[config.mk]
export PLATFORM = sky130hd
export DESIGN_NAME = control_sequencer
export DESIGN_NICKNAME = d
export VERILOG_FILES = /design/src/rtl/xdn_pkg.sv /design/src/rtl/microcode_rom.sv /design/src/rtl/control_sequencer.sv
export SDC_FILE = /design/constraint.sdc
export NUM_CORES = 1
export LEC_CHECK = 0
export BUFFER_PORTS_ARGS = -buffer_cell sky130_fd_sc_hd__buf_2
export CAP_MARGIN = 30
export CORE_MARGIN = 2
export CORE_UTILIZATION = 44
export CTS_CLUSTER_SIZE = 8
export DETAILED_ROUTE_END_ITERATION = 16
export GPL_ROUTABILITY_DRIVEN = 1
export GPL_TIMING_DRIVEN = 0
export PLACE_DENSITY = 0.87
export SLEW_MARGIN = 20
export SYNTH_ARGS = -nofsm -noshare
export SYNTH_HDL_FRONTEND = slang
export SYNTH_SLANG_ARGS = --single-unit
export TNS_END_PERCENT = 100
[constraint.sdc]
create_clock -name i_CLOCK -period 2 [get_ports i_CLOCK]
set_input_delay 0 -clock i_CLOCK [delete_from_list [all_inputs] [get_ports i_CLOCK]]
set_output_delay 0 -clock i_CLOCK [all_outputs]
set_load 0.01 [all_outputs]
[src/rtl/xdn_pkg.sv]
// Shared constants for the XDN control path: opcodes, control-word bit indices and T-states.
package xdn_pkg;

   localparam int unsigned CTL_WIDTH = 16;
   typedef logic [CTL_WIDTH-1:0] ctl_word_t;

   localparam logic [3:0] OP_NOP = 4'd0;
   localparam logic [3:0] OP_LDA = 4'd1;
   localparam logic [3:0] OP_ADD = 4'd2;
   localparam logic [3:0] OP_SUB = 4'd3;
   localparam logic [3:0] OP_STA = 4'd4;
   localparam logic [3:0] OP_LDI = 4'd5;
   localparam logic [3:0] OP_JMP = 4'd6;
   localparam logic [3:0] OP_JC  = 4'd7;
   localparam logic [3:0] OP_JZ  = 4'd8;
   localparam logic [3:0] OP_OUT = 4'd14;
   localparam logic [3:0] OP_HLT = 4'd15;

   localparam int unsigned CTL_HLT      = 0;
   localparam int unsigned CTL_MAR_IN   = 1;
   localparam int unsigned CTL_RAM_IN   = 2;
   localparam int unsigned CTL_RAM_OUT  = 3;
   localparam int unsigned CTL_IR_IN    = 4;
   localparam int unsigned CTL_IR_OUT   = 5;
   localparam int unsigned CTL_A_IN     = 6;
   localparam int unsigned CTL_A_OUT    = 7;
   localparam int unsigned CTL_ALU_OUT  = 8;
   localparam int unsigned CTL_ALU_SUB  = 9;
   localparam int unsigned CTL_B_IN     = 10;
   localparam int unsigned CTL_OUT_IN   = 11;
   localparam int unsigned CTL_PC_COUNT = 12;
   localparam int unsigned CTL_PC_OUT   = 13;
   localparam int unsigned CTL_PC_JUMP  = 14;
   localparam int unsigned CTL_FLAGS_IN = 15;

   localparam logic [2:0] T0 = 3'd0;
   localparam logic [2:0] T1 = 3'd1;
   localparam logic [2:0] T2 = 3'd2;
   localparam logic [2:0] T3 = 3'd3;
   localparam logic [2:0] T4 = 3'd4;

   // Strobes that put a value on the shared BUS; at most one may be active per step.
   localparam ctl_word_t CTL_BUS_DRIVERS = (ctl_word_t'(1) << CTL_PC_OUT)
                                         | (ctl_word_t'(1) << CTL_RAM_OUT)
                                         | (ctl_word_t'(1) << CTL_IR_OUT)
                                         | (ctl_word_t'(1) << CTL_A_OUT)
                                         | (ctl_word_t'(1) << CTL_ALU_OUT);

   function automatic ctl_word_t ctl_bit(input int unsigned idx);
      return ctl_word_t'(1) << idx;
   endfunction

endpackage

[src/rtl/microcode_rom.sv]
// Combinational microcode: maps (opcode, T-state, flags) to the control word and end-of-instruction.
module microcode_rom
   import xdn_pkg::*;
#(
   parameter int unsigned OPCODE_WIDTH = 4
) (
   input  logic [OPCODE_WIDTH-1:0] opcode,
   input  logic [2:0]              step,
   input  logic                    carry,
   input  logic                    zero,
   output logic [15:0]             control,
   output logic                    done
);

   always_comb begin
      control = '0;
      done    = 1'b0;
      case (step)
         T0: control = ctl_bit(CTL_PC_OUT) | ctl_bit(CTL_MAR_IN);
         T1: control = ctl_bit(CTL_RAM_OUT) | ctl_bit(CTL_IR_IN) | ctl_bit(CTL_PC_COUNT);
         T2: begin
            case (opcode)
               OP_LDA, OP_ADD, OP_SUB, OP_STA:
                  control = ctl_bit(CTL_IR_OUT) | ctl_bit(CTL_MAR_IN);
               OP_LDI: begin
                  control = ctl_bit(CTL_IR_OUT) | ctl_bit(CTL_A_IN);
                  done    = 1'b1;
               end
               OP_JMP: begin
                  control = ctl_bit(CTL_IR_OUT) | ctl_bit(CTL_PC_JUMP);
                  done    = 1'b1;
               end
               OP_JC: begin
                  if (carry) control = ctl_bit(CTL_IR_OUT) | ctl_bit(CTL_PC_JUMP);
                  done = 1'b1;
               end
               OP_JZ: begin
                  if (zero) control = ctl_bit(CTL_IR_OUT) | ctl_bit(CTL_PC_JUMP);
                  done = 1'b1;
               end
               OP_OUT: begin
                  control = ctl_bit(CTL_A_OUT) | ctl_bit(CTL_OUT_IN);
                  done    = 1'b1;
               end
               // Not done: the sequencer parks in T2 once halt latches.
               OP_HLT: control = ctl_bit(CTL_HLT);
               // NOP and the unassigned opcodes 9..13.
               default: done = 1'b1;
            endcase
         end
         T3: begin
            case (opcode)
               OP_LDA: begin
                  control = ctl_bit(CTL_RAM_OUT) | ctl_bit(CTL_A_IN);
                  done    = 1'b1;
               end
               OP_ADD, OP_SUB: control = ctl_bit(CTL_RAM_OUT) | ctl_bit(CTL_B_IN);
               OP_STA: begin
                  control = ctl_bit(CTL_A_OUT) | ctl_bit(CTL_RAM_IN);
                  done    = 1'b1;
               end
               default: done = 1'b1;
            endcase
         end
         default: begin
            // T4 and any unreachable step always terminate the instruction.
            done = 1'b1;
            if (opcode == OP_ADD || opcode == OP_SUB) begin
               control = ctl_bit(CTL_ALU_OUT) | ctl_bit(CTL_A_IN) | ctl_bit(CTL_FLAGS_IN);
            end
            if (opcode == OP_SUB) control = control | ctl_bit(CTL_ALU_SUB);
         end
      endcase
   end

endmodule

[src/rtl/control_sequencer.sv]
// T-state sequencer: step register and sticky halt flag around the microcode ROM.
module control_sequencer
   import xdn_pkg::*;
#(
   parameter int unsigned OPCODE_WIDTH = 4,
   parameter int unsigned MAX_STEP     = 4
) (
   input  logic                    i_CLOCK,
   input  logic                    i_CLEAR,
   input  logic [OPCODE_WIDTH-1:0] i_OPCODE,
   input  logic                    i_FLAG_CARRY,
   input  logic                    i_FLAG_ZERO,
   output logic [15:0]             o_CONTROL,
   output logic [2:0]              o_STEP,
   output logic                    o_INSTR_DONE,
   output logic                    o_HALTED
);

   localparam logic [2:0] LAST_STEP = 3'(MAX_STEP);

   logic [2:0]  step_q, step_d;
   logic        halt_q, halt_d;
   logic [15:0] rom_control;
   logic        rom_done;
   logic        at_last;

   microcode_rom #(
      .OPCODE_WIDTH(OPCODE_WIDTH)
   ) u_rom (
      .opcode  (i_OPCODE),
      .step    (step_q),
      .carry   (i_FLAG_CARRY),
      .zero    (i_FLAG_ZERO),
      .control (rom_control),
      .done    (rom_done)
   );

   assign at_last = (step_q >= LAST_STEP);

   always_comb begin
      step_d       = step_q;
      halt_d       = halt_q;
      if (halt_q) begin
         step_d = T2;
      end else if (rom_control[CTL_HLT]) begin
         halt_d = 1'b1;
      end else if (rom_done || at_last) begin
         step_d = T0;
      end else begin
         step_d = step_q + 3'd1;
      end

      // Once halted the opcode is ignored so the bus stays quiet until cleared.
      o_CONTROL    = halt_q ? ctl_bit(CTL_HLT) : rom_control;
      o_INSTR_DONE = ~halt_q & (rom_done | at_last);
      o_HALTED     = halt_q;
   end

   assign o_STEP = step_q;

   always_ff @(posedge i_CLOCK or posedge i_CLEAR) begin
      if (i_CLEAR) begin
         step_q <= T0;
         halt_q <= 1'b0;
      end else begin
         step_q <= step_d;
         halt_q <= halt_d;
      end
   end

endmodule

==> flow_metrics.py <==
metrics = {
    "outcome": {
        "status": "completed",
    },
    "sta": {
        "finalHoldViolations": 0,
        "max_freq_ghz": 0.570,
        "worst_slack_ps": 247,
        "skew_ps": 0.425,
        "relSlewSlack_pct": 70.3,
        "setup_viol": 0,
        "tightest_slew_ps": 444,
        "rsz0062_at_grt": "false",
        "fin_crit_ps": 1750,
        "period_share_pct": 87.7,
        "timing.final.max_slew_violations": 0,
        "setup_tns_ps": 0,
    },
    "die": {
        "fp-row-count": 13,
        "io_pins": 29,
        "fp.dieW_um": 40.4,
        "die_y_um": 40.4,
        "coreArea_um2": 1270,
        "dieArea_um2": 1640,
        "start_util_pct": 46.1,
    },
    "yosys": {
        "synthCells": 73,
        "synth_seq_area_share_pct": 17.1,
        "ys_ff_latch": 4,
        "yosys.area.top_type_share_pct": 17.1,
        "synth_common_cells": "inv_1, nor2_1, ha_1",
        "syn_avg_cell_area_um2": 8.00,
        "syn_area_um2": 584,
        "ys.warnings.count": 0,
        "synthFlopType": "dfrtp_1",
        "synth-edff-count": 0,
        "synthTopCellsByArea": "dfrtp_1, ha_1, nor3b_2",
        "synth.distinct_cells": 36,
        "synth_top_area_cell": "dfrtp_1",
        "syn-num-nets": 86,
        "synthArstFlopShare_pct": 100,
    },
    "cts": {
        "cts_root_buffer": "clkbuf_4",
        "cts_tree": "yes",
        "clk_latency_ps": 230,
        "clkTransAtPathRegs_ps": 40,
        "cts-buffers-inserted": 3,
        "cts_sinks": 4,
        "cts_resized": 0,
        "htree_levels": 1,
        "clockBufferDepth": 2,
    },
    "grt": {
        "grt_max_degree": 11,
        "grt_pass1_vias": 486,
        "grt.total_usage_pct": 16.6,
        "antenna_found_initial": 0,
        "grt_first_pass_wirelength_um": 1840,
        "grt_overflow": 0,
    },
    "final_layout": {
        "antenna_cells": 0,
        "syn_to_final_growth_pct": 32.8,
        "layout.nets": 120,
        "drive_gt1_share_pct": 44.8,
        "finish.utilization_pct": 61.1,
    },
    "critical_path": {
        "end_kind": "output port",
        "crit_fanout": 6,
        "worstSetupStartpointType": "flop",
        "crit_required_ps": 2000,
        "crit_type": "reg2out",
        "worstPathArrival_ps": 1750,
    },
    "routing": {
        "vias": 637,
        "drcViolationCount": 0,
        "wl_per_cell_um": 11.4,
        "routed_wl_um": 1370,
        "first_iter_violations": 17,
        "drt-pass1-iter-count": 4,
        "ant_nets": 0,
        "via_per_inst": 5.31,
    },
    "placement": {
        "dp_slack_ps": 468,
        "place_congestion": 0.794,
        "io_buffers": 28,
        "dp_hpwl_um": 1100,
    },
    "pwr": {
        "powerDensity_nw_per_um2": 959,
        "leakagePower_nw": 0.435,
        "irDropWorstVdd_v": 0.000582,
    },
    "worst_hold_path": {
        "min_path_type": "in2async",
    },
    "flow_run": {
        "drv_cap": 0,
    },
}
[worst paths after layout]
check	from	end	slack, ps	depth (start not counted)
worst max-delay path	o_STEP[0]$_DFFE_PP0P_	o_CONTROL[6]	250	5
worst min-delay path	i_CLEAR	o_STEP[0]$_DFFE_PP0P_	210	3
worst max register to register	o_STEP[0]$_DFFE_PP0P_	o_STEP[0]$_DFFE_PP0P_	470	5
worst min register to register	o_STEP[1]$_DFFE_PP0P_	o_STEP[1]$_DFFE_PP0P_	590	1
max in group asynchronous	i_CLEAR	o_HALTED$_DFF_PP0_	1650	3
min in group i_CLOCK	i_OPCODE[0]	o_STEP[1]$_DFFE_PP0P_	410	4
[where the power goes]
group	internal, W	switching (W)
clock	0.0000669	0.0000294
combinational	0.000229	0.000269
sequential	0.000111	0.0000385
[through the flow]
step	cells	power [W]	hold slack [ps]	instance area, µm²
2_1_floorplan	73	0.000505	-234	584
3_3_place_gp	116	0.000637	-122	743
3_5_place_dp	116	0.000650	-115	743
4_1_cts	120	0.000754	184	776
5_1_grt	120	0.000817	214	776
6_report	120	0.000744	205	776
[critical path, stage by stage (launching register included)]
cell and delay (ps):
dfrtp_1 410, ha_1 220, ha_1 240, mux2_2 280
a41o_1 240, buf_2 140
[layer usage]
| metal | routed length [µm] | GRT usage, % |
|---|---|---|
| met2 | 707 | 33.3 |
| met3 | 63 | 0 |
| met5 | 0 | 0 |
| met4 | 0 | 7.50 |
| met1 | 595 | 17.3 |
[what timing repair did]
item,in CTS,in global routing
endpoints found under the hold margin,4,0
buffers inserted,0,0
hold buffers,1,0
[cell type report]
type,instances,area [µm²]
sequential,4,100
multi-input combinational,56,419
inverter,6,22.5
timing repair buffer,29,150
fill,128,493
clock buffer,3,22.5
buffer,7,42.5
tap,15,18.8
[placed cells by master (no fill, tap or decap), drive strengths merged]
cell and count:
a211oi 1, a21o 1, a21oi 5, a22oi 1, a2bb2o 1, a31o 1, a41o 1, and2 2
and3 3, and4 1, and4bb 1, buf 35, clkbuf 3, dfrtp 4, dlygate4sd3 1, ha 5
inv 6, mux2 1, nand2 4, nand3 2, nand3b 1, nand4 1, nor2 6, nor2b 2
nor3 4, nor3b 3, nor4b 2, nor4bb 1, o21ai 1, o22a 1, o31ai 1, or3 1
or3b 1, xor2 1
[cell families after synthesis]
group	synth area share (%)
AND/OR/NAND/NOR	39.4
AO/OA/AOI/OAI	18.2
buffers and inverters	11.1
adder cells (fa/ha/maj)	10.7
flip-flops	17.1
XOR/XNOR	1.50
multiplexers	1.93
[registers in the layout, indices dropped and copies added, names as in the netlist]
register  cells
o_HALTED      1
o_STEP        3
Note: power is estimated with default switching activity, not from simulation.
